### config.mk
export PLATFORM = sky130hd
export DESIGN_NAME = regfile_wb_arbiter_flat
export DESIGN_NICKNAME = d
export VERILOG_FILES = /design/src/rtl/regfile_wb_arbiter_if.sv /design/src/rtl/regfile_wb_arbiter.sv /design/src/flat_wrapper.sv
export SDC_FILE = /design/constraint.sdc
export NUM_CORES = 1
export LEC_CHECK = 0
export ABC_AREA = 1
export CORE_MARGIN = 10
export CORE_UTILIZATION = 40
export CTS_CLUSTER_DIAMETER = 60
export DETAILED_ROUTE_END_ITERATION = 12
export HOLD_SLACK_MARGIN = 0.1
export PLACE_DENSITY = 0.65
export SKIP_CTS_REPAIR_TIMING = 1
export SYNTH_ARGS = -nofsm -noshare
export SYNTH_HDL_FRONTEND = slang
export SYNTH_SLANG_ARGS = --single-unit
### constraint.sdc
create_clock -name clk -period 2.6 [get_ports clk]
set_input_delay 0.39 -clock clk [delete_from_list [all_inputs] [get_ports clk]]
set_output_delay 0.39 -clock clk [all_outputs]
set_load 0.01 [all_outputs]
### src/rtl/regfile_wb_arbiter_if.sv
// Writeback bundle between the two producers (ALU port A, LSU port B) and the
// register-file write port, including the queued-destination mask for hazard logic.
interface regfile_wb_arbiter_if #(
    parameter int XLEN = 32
);
    logic            a_valid;
    logic            a_ready;
    logic [4:0]      a_rd;
    logic [XLEN-1:0] a_wdata;
    logic            b_valid;
    logic            b_ready;
    logic [4:0]      b_rd;
    logic [XLEN-1:0] b_wdata;
    logic            reg_we;
    logic [4:0]      reg_rd;
    logic [XLEN-1:0] reg_wdata;
    logic [31:0]     pend_mask;

    modport master (
        output a_valid, a_rd, a_wdata, b_valid, b_rd, b_wdata,
        input  a_ready, b_ready, reg_we, reg_rd, reg_wdata, pend_mask
    );

    modport slave (
        input  a_valid, a_rd, a_wdata, b_valid, b_rd, b_wdata,
        output a_ready, b_ready, reg_we, reg_rd, reg_wdata, pend_mask
    );
endinterface

### src/rtl/regfile_wb_arbiter.sv
// Two DEPTH-entry writeback FIFOs drained round-robin into one registered
// register-file write port; pend_mask flags every destination still in flight.
module regfile_wb_arbiter #(
    parameter int XLEN  = 32,
    parameter int DEPTH = 2
) (
    input  logic                  clk,
    input  logic                  rst,
    regfile_wb_arbiter_if.slave   bus
);
    localparam int AW = $clog2(DEPTH);

    function automatic logic [31:0] dec(input logic [4:0] r);
        dec = 32'd1 << r;
    endfunction

    logic [4:0]      a_rd_q    [DEPTH];
    logic [XLEN-1:0] a_wdata_q [DEPTH];
    logic [4:0]      b_rd_q    [DEPTH];
    logic [XLEN-1:0] b_wdata_q [DEPTH];

    logic [AW:0]     a_wp_q, a_wp_d, a_rp_q, a_rp_d;
    logic [AW:0]     b_wp_q, b_wp_d, b_rp_q, b_rp_d;
    logic            last_b_q, last_b_d;
    logic            reg_we_q, reg_we_d;
    logic [4:0]      reg_rd_q, reg_rd_d;
    logic [XLEN-1:0] reg_wdata_q, reg_wdata_d;

    logic            a_full, a_empty, b_full, b_empty;
    logic            a_push, b_push, pop_a, pop_b;
    logic [4:0]      head_rd;
    logic [XLEN-1:0] head_wdata;
    logic [AW:0]     a_cnt, b_cnt;
    logic [AW-1:0]   a_off, b_off;
    logic [31:0]     pend;

    assign a_full  = (a_wp_q[AW] != a_rp_q[AW]) && (a_wp_q[AW-1:0] == a_rp_q[AW-1:0]);
    assign b_full  = (b_wp_q[AW] != b_rp_q[AW]) && (b_wp_q[AW-1:0] == b_rp_q[AW-1:0]);
    assign a_empty = (a_wp_q == a_rp_q);
    assign b_empty = (b_wp_q == b_rp_q);
    assign a_push  = bus.a_valid && !a_full;
    assign b_push  = bus.b_valid && !b_full;

    always_comb begin
        pop_a = 1'b0;
        pop_b = 1'b0;
        // On a tie the port that did not win last time goes next.
        if (!a_empty && !b_empty) begin
            pop_a = last_b_q;
            pop_b = !last_b_q;
        end else begin
            pop_a = !a_empty;
            pop_b = !b_empty;
        end

        head_rd    = pop_b ? b_rd_q[b_rp_q[AW-1:0]]    : a_rd_q[a_rp_q[AW-1:0]];
        head_wdata = pop_b ? b_wdata_q[b_rp_q[AW-1:0]] : a_wdata_q[a_rp_q[AW-1:0]];

        a_wp_d = a_wp_q + {{AW{1'b0}}, a_push};
        b_wp_d = b_wp_q + {{AW{1'b0}}, b_push};
        a_rp_d = a_rp_q + {{AW{1'b0}}, pop_a};
        b_rp_d = b_rp_q + {{AW{1'b0}}, pop_b};

        last_b_d = last_b_q;
        if (pop_a)      last_b_d = 1'b0;
        else if (pop_b) last_b_d = 1'b1;

        // x0 entries are consumed like any other but never raise the write enable.
        reg_we_d    = (pop_a || pop_b) && (head_rd != 5'd0);
        reg_rd_d    = reg_rd_q;
        reg_wdata_d = reg_wdata_q;
        if (pop_a || pop_b) begin
            reg_rd_d    = head_rd;
            reg_wdata_d = head_wdata;
        end
    end

    always_comb begin
        pend  = '0;
        a_off = '0;
        b_off = '0;
        a_cnt = a_wp_q - a_rp_q;
        b_cnt = b_wp_q - b_rp_q;
        for (int i = 0; i < DEPTH; i++) begin
            a_off = AW'(i) - a_rp_q[AW-1:0];
            b_off = AW'(i) - b_rp_q[AW-1:0];
            if ({1'b0, a_off} < a_cnt) pend = pend | dec(a_rd_q[i]);
            if ({1'b0, b_off} < b_cnt) pend = pend | dec(b_rd_q[i]);
        end
        if (reg_we_q) pend = pend | dec(reg_rd_q);
        pend[0] = 1'b0;
    end

    always_ff @(posedge clk) begin
        if (a_push) begin
            a_rd_q[a_wp_q[AW-1:0]]    <= bus.a_rd;
            a_wdata_q[a_wp_q[AW-1:0]] <= bus.a_wdata;
        end
        if (b_push) begin
            b_rd_q[b_wp_q[AW-1:0]]    <= bus.b_rd;
            b_wdata_q[b_wp_q[AW-1:0]] <= bus.b_wdata;
        end
    end

    always_ff @(posedge clk or posedge rst) begin
        if (rst) begin
            a_wp_q      <= '0;
            a_rp_q      <= '0;
            b_wp_q      <= '0;
            b_rp_q      <= '0;
            last_b_q    <= 1'b1;
            reg_we_q    <= 1'b0;
            reg_rd_q    <= '0;
            reg_wdata_q <= '0;
        end else begin
            a_wp_q      <= a_wp_d;
            a_rp_q      <= a_rp_d;
            b_wp_q      <= b_wp_d;
            b_rp_q      <= b_rp_d;
            last_b_q    <= last_b_d;
            reg_we_q    <= reg_we_d;
            reg_rd_q    <= reg_rd_d;
            reg_wdata_q <= reg_wdata_d;
        end
    end

    assign bus.a_ready   = !a_full;
    assign bus.b_ready   = !b_full;
    assign bus.reg_we    = reg_we_q;
    assign bus.reg_rd    = reg_rd_q;
    assign bus.reg_wdata = reg_wdata_q;
    assign bus.pend_mask = pend;
endmodule

### src/flat_wrapper.sv
// flat-port wrapper written by rule: the top's interface ports become plain ports
module regfile_wb_arbiter_flat 
#(
    parameter int XLEN  = 32,
    parameter int DEPTH = 2
)
  (clk, rst, bus_a_valid, bus_a_rd, bus_a_wdata, bus_b_valid, bus_b_rd, bus_b_wdata, bus_a_ready, bus_b_ready, bus_reg_we, bus_reg_rd, bus_reg_wdata, bus_pend_mask);
  regfile_wb_arbiter_if #(.XLEN(XLEN)) bus_i ();
  input  logic clk;
  input  logic rst;
  input wire logic [$bits(bus_i.a_valid)-1:0] bus_a_valid;
  input wire logic [$bits(bus_i.a_rd)-1:0] bus_a_rd;
  input wire logic [$bits(bus_i.a_wdata)-1:0] bus_a_wdata;
  input wire logic [$bits(bus_i.b_valid)-1:0] bus_b_valid;
  input wire logic [$bits(bus_i.b_rd)-1:0] bus_b_rd;
  input wire logic [$bits(bus_i.b_wdata)-1:0] bus_b_wdata;
  output wire logic [$bits(bus_i.a_ready)-1:0] bus_a_ready;
  output wire logic [$bits(bus_i.b_ready)-1:0] bus_b_ready;
  output wire logic [$bits(bus_i.reg_we)-1:0] bus_reg_we;
  output wire logic [$bits(bus_i.reg_rd)-1:0] bus_reg_rd;
  output wire logic [$bits(bus_i.reg_wdata)-1:0] bus_reg_wdata;
  output wire logic [$bits(bus_i.pend_mask)-1:0] bus_pend_mask;
  assign bus_i.a_valid = bus_a_valid;
  assign bus_i.a_rd = bus_a_rd;
  assign bus_i.a_wdata = bus_a_wdata;
  assign bus_i.b_valid = bus_b_valid;
  assign bus_i.b_rd = bus_b_rd;
  assign bus_i.b_wdata = bus_b_wdata;
  assign bus_a_ready = bus_i.a_ready;
  assign bus_b_ready = bus_i.b_ready;
  assign bus_reg_we = bus_i.reg_we;
  assign bus_reg_rd = bus_i.reg_rd;
  assign bus_reg_wdata = bus_i.reg_wdata;
  assign bus_pend_mask = bus_i.pend_mask;
  regfile_wb_arbiter #(.XLEN(XLEN), .DEPTH(DEPTH)) u_core (.clk(clk), .rst(rst), .bus(bus_i));
endmodule
### Word level (Yosys, flattened, before mapping)

Memories as Yosys holds them, arrays and structs flattened.
Cells that the tools add are included.

* flip-flop bits (word level): 47
* memory bits (writable): 148
* input bits: 78
* logic and storage cells: 70
* memories: 4

Memories
* u_core.a_wdata_q: depth 2, bits a word 32, rd ports 1, clocked after Yosys merged registers in 0, write ports 1, RTL line regfile_wb_arbiter.sv:18 `logic [XLEN-1:0] a_wdata_q [DEPTH];`
* u_core.b_wdata_q: depth 2, bits a word 32, rd ports 1, clocked after Yosys merged registers in 0, write ports 1, RTL line regfile_wb_arbiter.sv:20 `logic [XLEN-1:0] b_wdata_q [DEPTH];`
* u_core.a_rd_q: depth 2, bits a word 5, rd ports 3, clocked after Yosys merged registers in 0, write ports 1, RTL line regfile_wb_arbiter.sv:17 `logic [4:0] a_rd_q [DEPTH];`
* u_core.b_rd_q: depth 2, bits a word 5, rd ports 3, clocked after Yosys merged registers in 0, write ports 1, RTL line regfile_wb_arbiter.sv:19 `logic [4:0] b_rd_q [DEPTH];`

* $add $sub $neg: 10
* order comparisons: 4
* eq/ne operators: 6
* shift-type cells: 5
* mux-type cells: 15
* bitwise gates (word level): 4
* reduce and logical (&&, ||, !) cells: 14

Operators by type and width (number)
* $mux W32: 6
* $shl A1 B5 Y32 const A: 5
* $or A32 B32 Y32: 4
* $add A2 B1 Y2: 4
* $lt A1 B2 Y1: 4
* $mux W1: 8
* $logic_and A1 B1 Y1: 6
* $logic_not A1 Y1: 5
* $mux W5: 1
* $reduce_bool A5 Y1: 1
* $eq A2 B2 Y1: 2
* $sub A1 B1 Y1 const A: 4
* $sub A2 B2 Y2: 2
* $eq A1 B1 Y1: 2
* $ne A1 B1 Y1: 2
* $reduce_bool A2 Y1: 1
* $logic_or A1 B1 Y1: 1

### Logic depth before layout (Yosys ltp)

* depth after elaboration: 11
* depth in mapped cells: 13
* mapped depth without buffers: 12

### Least setup slack after synthesis

OpenSTA, ideal clock, no wires.

* kind: reg2reg
* start point: register u_core.b_rp_q[0]
* end point: memory u_core.b_rd_q[1][0] (enable)
* setup time: 0.399 ns
* data arrival time: 2.482 ns
* setup slack: -0.281 ns
* stages on the path, launching flop included: 8
* clock period less this slack: 2.881 ns
* cell sequence: dfrtp_1 > inv_1 > clkbuf_1 > ha_1 > nand2b_1 > nand2_1 > inv_1 > ha_1

* word-level cells in the longest chain between the ends: 6

Ends and longest elaborated chain
* start: declaration: RTL line regfile_wb_arbiter.sv:23 `logic [AW:0] b_wp_q, b_wp_d, b_rp_q, b_rp_d;`
* start signal: assignment: RTL line regfile_wb_arbiter.sv:119 `b_rp_q <= b_rp_d;`
* $eq A1 B1 Y1: RTL line regfile_wb_arbiter.sv:38 `assign b_full = (b_wp_q[AW] != b_rp_q[AW]) && (b_wp_q[AW-1:0] == b_rp_q[AW-1:0]);`
* $logic_and A1 B1 Y1: RTL line regfile_wb_arbiter.sv:38
* $logic_not A1 Y1
* via bus_b_ready: RTL line flat_wrapper.sv:18 `output wire logic [$bits(bus_i.b_ready)-1:0] bus_b_ready;`
* $logic_and A1 B1 Y1: RTL line regfile_wb_arbiter.sv:42 `assign b_push = bus.b_valid && !b_full;`
* $mux W1: RTL line regfile_wb_arbiter.sv:99 `if (b_push) begin`
* $mux W1 (implied by the code): RTL line regfile_wb_arbiter.sv:100 `b_rd_q[b_wp_q[AW-1:0]] <= bus.b_rd;`
* end: declaration: RTL line regfile_wb_arbiter.sv:19

The timed path passes the listed nets, and every way through them passes these cells.

### Final worst setup path

* start point: register u_core.a_wp_q[1]
* end point: output port bus_pend_mask[18]

* word-level cells in the longest chain between the ends: 11

Ends and longest elaborated chain
* start: declaration: RTL line regfile_wb_arbiter.sv:22 `logic [AW:0] a_wp_q, a_wp_d, a_rp_q, a_rp_d;`
* start signal: assignment: RTL line regfile_wb_arbiter.sv:116 `a_wp_q <= a_wp_d;`
* $sub A2 B2 Y2 (*): RTL line regfile_wb_arbiter.sv:82 `a_cnt = a_wp_q - a_rp_q;`
* $lt A1 B2 Y1: RTL line regfile_wb_arbiter.sv:87 `if ({1'b0, a_off} < a_cnt) pend = pend | dec(a_rd_q[i]);`
* $mux W32: RTL line regfile_wb_arbiter.sv:87
* $or A32 B32 Y32: RTL line regfile_wb_arbiter.sv:88 `if ({1'b0, b_off} < b_cnt) pend = pend | dec(b_rd_q[i]);`
* $mux W32: RTL line regfile_wb_arbiter.sv:88
* $or A32 B32 Y32: RTL line regfile_wb_arbiter.sv:87
* $mux W32 (*): RTL line regfile_wb_arbiter.sv:87
* $or A32 B32 Y32: RTL line regfile_wb_arbiter.sv:88
* $mux W32 (*): RTL line regfile_wb_arbiter.sv:88
* $or A32 B32 Y32: RTL line regfile_wb_arbiter.sv:90 `if (reg_we_q) pend = pend | dec(reg_rd_q);`
* $mux W32 (*): RTL line regfile_wb_arbiter.sv:90
* end: declaration: RTL line flat_wrapper.sv:22 `output wire logic [$bits(bus_i.pend_mask)-1:0] bus_pend_mask;`

Every way passes the cells marked *; elsewhere a longest branch is shown, timed or not.

==> reports/metrics.cfg <==
[power_and_ir_drop]
pwr_density_cell_mw_per_mm2 = 1364
power_leakage_nw = 4.828
total_power_mw = 16.60
ir_worst_vdd_uv = 718.8

[clocking]
root_buffer = clkbuf_16
clock_sinks = 195
clk_pin_slew_worst_paths_ns = 0.08
cts_tree = built
clock_path_buffers = 2
h-tree-depth = 4
clk_latency_ns = 0.44
numCtsBuffers = 17

[routing]
drtAntennaViolNets = 0
totalWireLength_um = 28680
via_per_inst = 5.360
vias = 7557
first_iter_violations = 682
drc = 0
post_drt_wl_per_cell_um = 20.34
drt_pass1_iterations = 5

[sta]
fmax_mhz = 377.2
tightest_slew_ns = 0.7536
period_needed_ns = 2.651
fin_crit_sh_pct = 102.0
hold_viol = 0
relSlewSlack_pct = 49.69
worst_slack_ns = -0.05122
finalSetupViolCount = 5
rsz0062_at_grt = yes
skew_ns = 0.01320
slew_viol_final = 0

[min_path]
hp-class = in2async

[setup_path]
critPathLaunchType = flop
max_stage_delay_ns = 0.42
path_max_fanout = 7
cp_data_required_time_ns = 2.21
worst_setup_path_end_kind = output pin
path_cells = inv_2 > nand2_2 > nand2_2 > inv_2 > ha_4 > nor2_4 > nor2_4 > nand2_1 > buf_6 > nor2_1 > a21oi_2 > o2111ai_2 > buf_2
worstPathBufferInverterCount = 4
crit_arrival_ns = 2.26
slowest_stage = dfrtp_1
crit_family = buffers and inverters
crit_type = reg2out

[synth]
yosys.area.top_type_share_pct = 49.10
netlist_top_cells_area = edfxtp_1 (49%), dfrtp_1 (13%), nor2_1 (6.8%)
synth_ff_type = edfxtp_1
ys_warn_count = 0
synth_cell_types = 37
yosys.area.top_type = edfxtp_1
synth_seq_cells = 195
synth_enable_flop_cells = 148
synth_fp_nets = 989
ys_seq_area_share_pct = 62.11
syn_area_per_cell_sq_um = 10.07
syn_area_sq_mm = 0.009051
ys_top_cells_by_count = nor2_1 (164), nand2_1 (158), edfxtp_1 (148), o21ai_0 (74), nand3_1 (68)
syn_inst = 899
async_flop_share_pct = 24.10
synth.most_common_cell = nor2_1

[final_layout]
layout.nets = 1207
diodes = 0
area_growth_pct = 34.52
fill_cells = 1965
drive_gt1_share_pct = 20.97
utilization_pct = 55.28

[die]
design.core.area_sq_mm = 0.02203
die_x_um = 170.4
die_area_sq_mm = 0.02904
std_cell_rows = 54
start_util_pct = 41.09
dieHeight_um = 170.4
pin_count = 150

[placed_design]
gp_congestion = 0.9689
pre_cts_slack_ns = -0.09984
port_buffers = 148
dpl.hpwl_um = 20250

[global_route]
grt_usage_pct = 19.28
antenna_found_initial = 1
overflow = 0
grt_pass1_vias = 7580
grt_start_max_net_pins = 45
grt_pass1_wl_um = 43100

[run_status]
outcome = complete, but fails checks
violations = setup timing

[run]
maxCapViolations = 0

## placed cells by master, fill, tap and decap left out, types with 10 or more instances in the layout
cell,synthesis,layout
a22oi_1,18,13
buf_2,10,19
buf_4,3,75
clkbuf_16,0,17
clkdlybuf4s50_1,0,117
dfrtp_1,46,44
edfxtp_1,148,148
inv_1,52,38
inv_2,2,13
nand2_1,158,151
nand2_2,4,10
nand3_1,68,67
nor2_1,164,155
nor3_1,28,27
nor4_1,16,15
o21ai_0,74,72
o21ai_2,9,10
## layer usage
metal,vias up,wire [um],global-route usage (%)
met5,-,0,0
met4,0,858,8.009
met3,48,1770,4.304
met2,301,14120,32.59
met1,3625,11940,23.32
li1,3583,-,-
## path summary, 6_finish.rpt
path	start	to	slack [ns]	depth (start not counted)
setup / recovery	u_core.a_wp_q[1]	bus_pend_mask[18]	-0.05	13
hold / removal	rst	u_core.bus.reg_wdata[22]	0.36	2
setup reg to reg	u_core.a_rp_q[0]	u_core.bus.reg_wdata[10]	0.20	10
hold reg to reg	u_core.bus.reg_wdata[30]	u_core.bus.reg_wdata[30]	0.48	2
max in group asynchronous	rst	u_core.bus.reg_wdata[13]	1.59	3
min in group clk	u_core.bus.reg_wdata[30]	u_core.bus.reg_wdata[30]	0.48	2
## per-stage QoR
stage / cells / setup TNS [ns] / cell area (sq um) / hold WS (ns)
3_5_place_dp: 1370 / -0.6247 / 11320 / 0.4644
5_1_grt: 1410 / -2.315 / 12180 / 0.4054
6_report: 1410 / -0.1393 / 12180 / 0.3625
2_1_floorplan: 899 / 0 / 9061 / 0.4604
4_1_cts: 1402 / -14.89 / 11930 / 0.3903
3_3_place_gp: 1370 / -0.4002 / 11320 / 0.4626
## flip-flops by register name, summed over array words and instances (netlist names)
signal,count
u_core.bus.reg_wdata,32
u_core.bus.reg_we,1
u_core.b_wp_q,2
u_core.a_rp_q,2
u_core.last_b_q,1
u_core.b_rp_q,2
u_core.b_wdata_q,64
u_core.a_rd_q,10
u_core.b_rd_q,10
u_core.a_wp_q,2
u_core.a_wdata_q,64
u_core.bus.reg_rd,5
## power by group
group          leakage (nW)  internal, mW  switching [mW]  total (mW)
registers              1.91          4.64           0.530        5.17
logic                  2.63          3.37            5.41        8.78
clock network         0.291          1.46            1.20        2.65
## cell type report
type	instances	area (sq um)	share of cell area, %
Clock buffer	19	432.9	3.556
Clock inverter	13	170.2	1.398
Inverter	57	221.5	1.819
Multi-Input combinational cell	611	3286	26.99
Sequential cell	195	5624	46.19
Tap cell	280	350.3	2.877
Timing Repair Buffer	235	2091	17.17
## kinds of logic after synthesis
logic type | count (synthesis) | share of synthesized area [%]
buffers and inverters | 93 | 4.728
XOR/XNOR | 5 | 0.5668
AO/OA/AOI/OAI | 143 | 9.746
adder cells (fa/ha/maj) | 12 | 1.659
AND/OR/NAND/NOR | 450 | 21.15
flip-flops | 195 | 62.11
other | 1 | 0.04143
No activity file was read; power rests on OpenSTA's default activity.
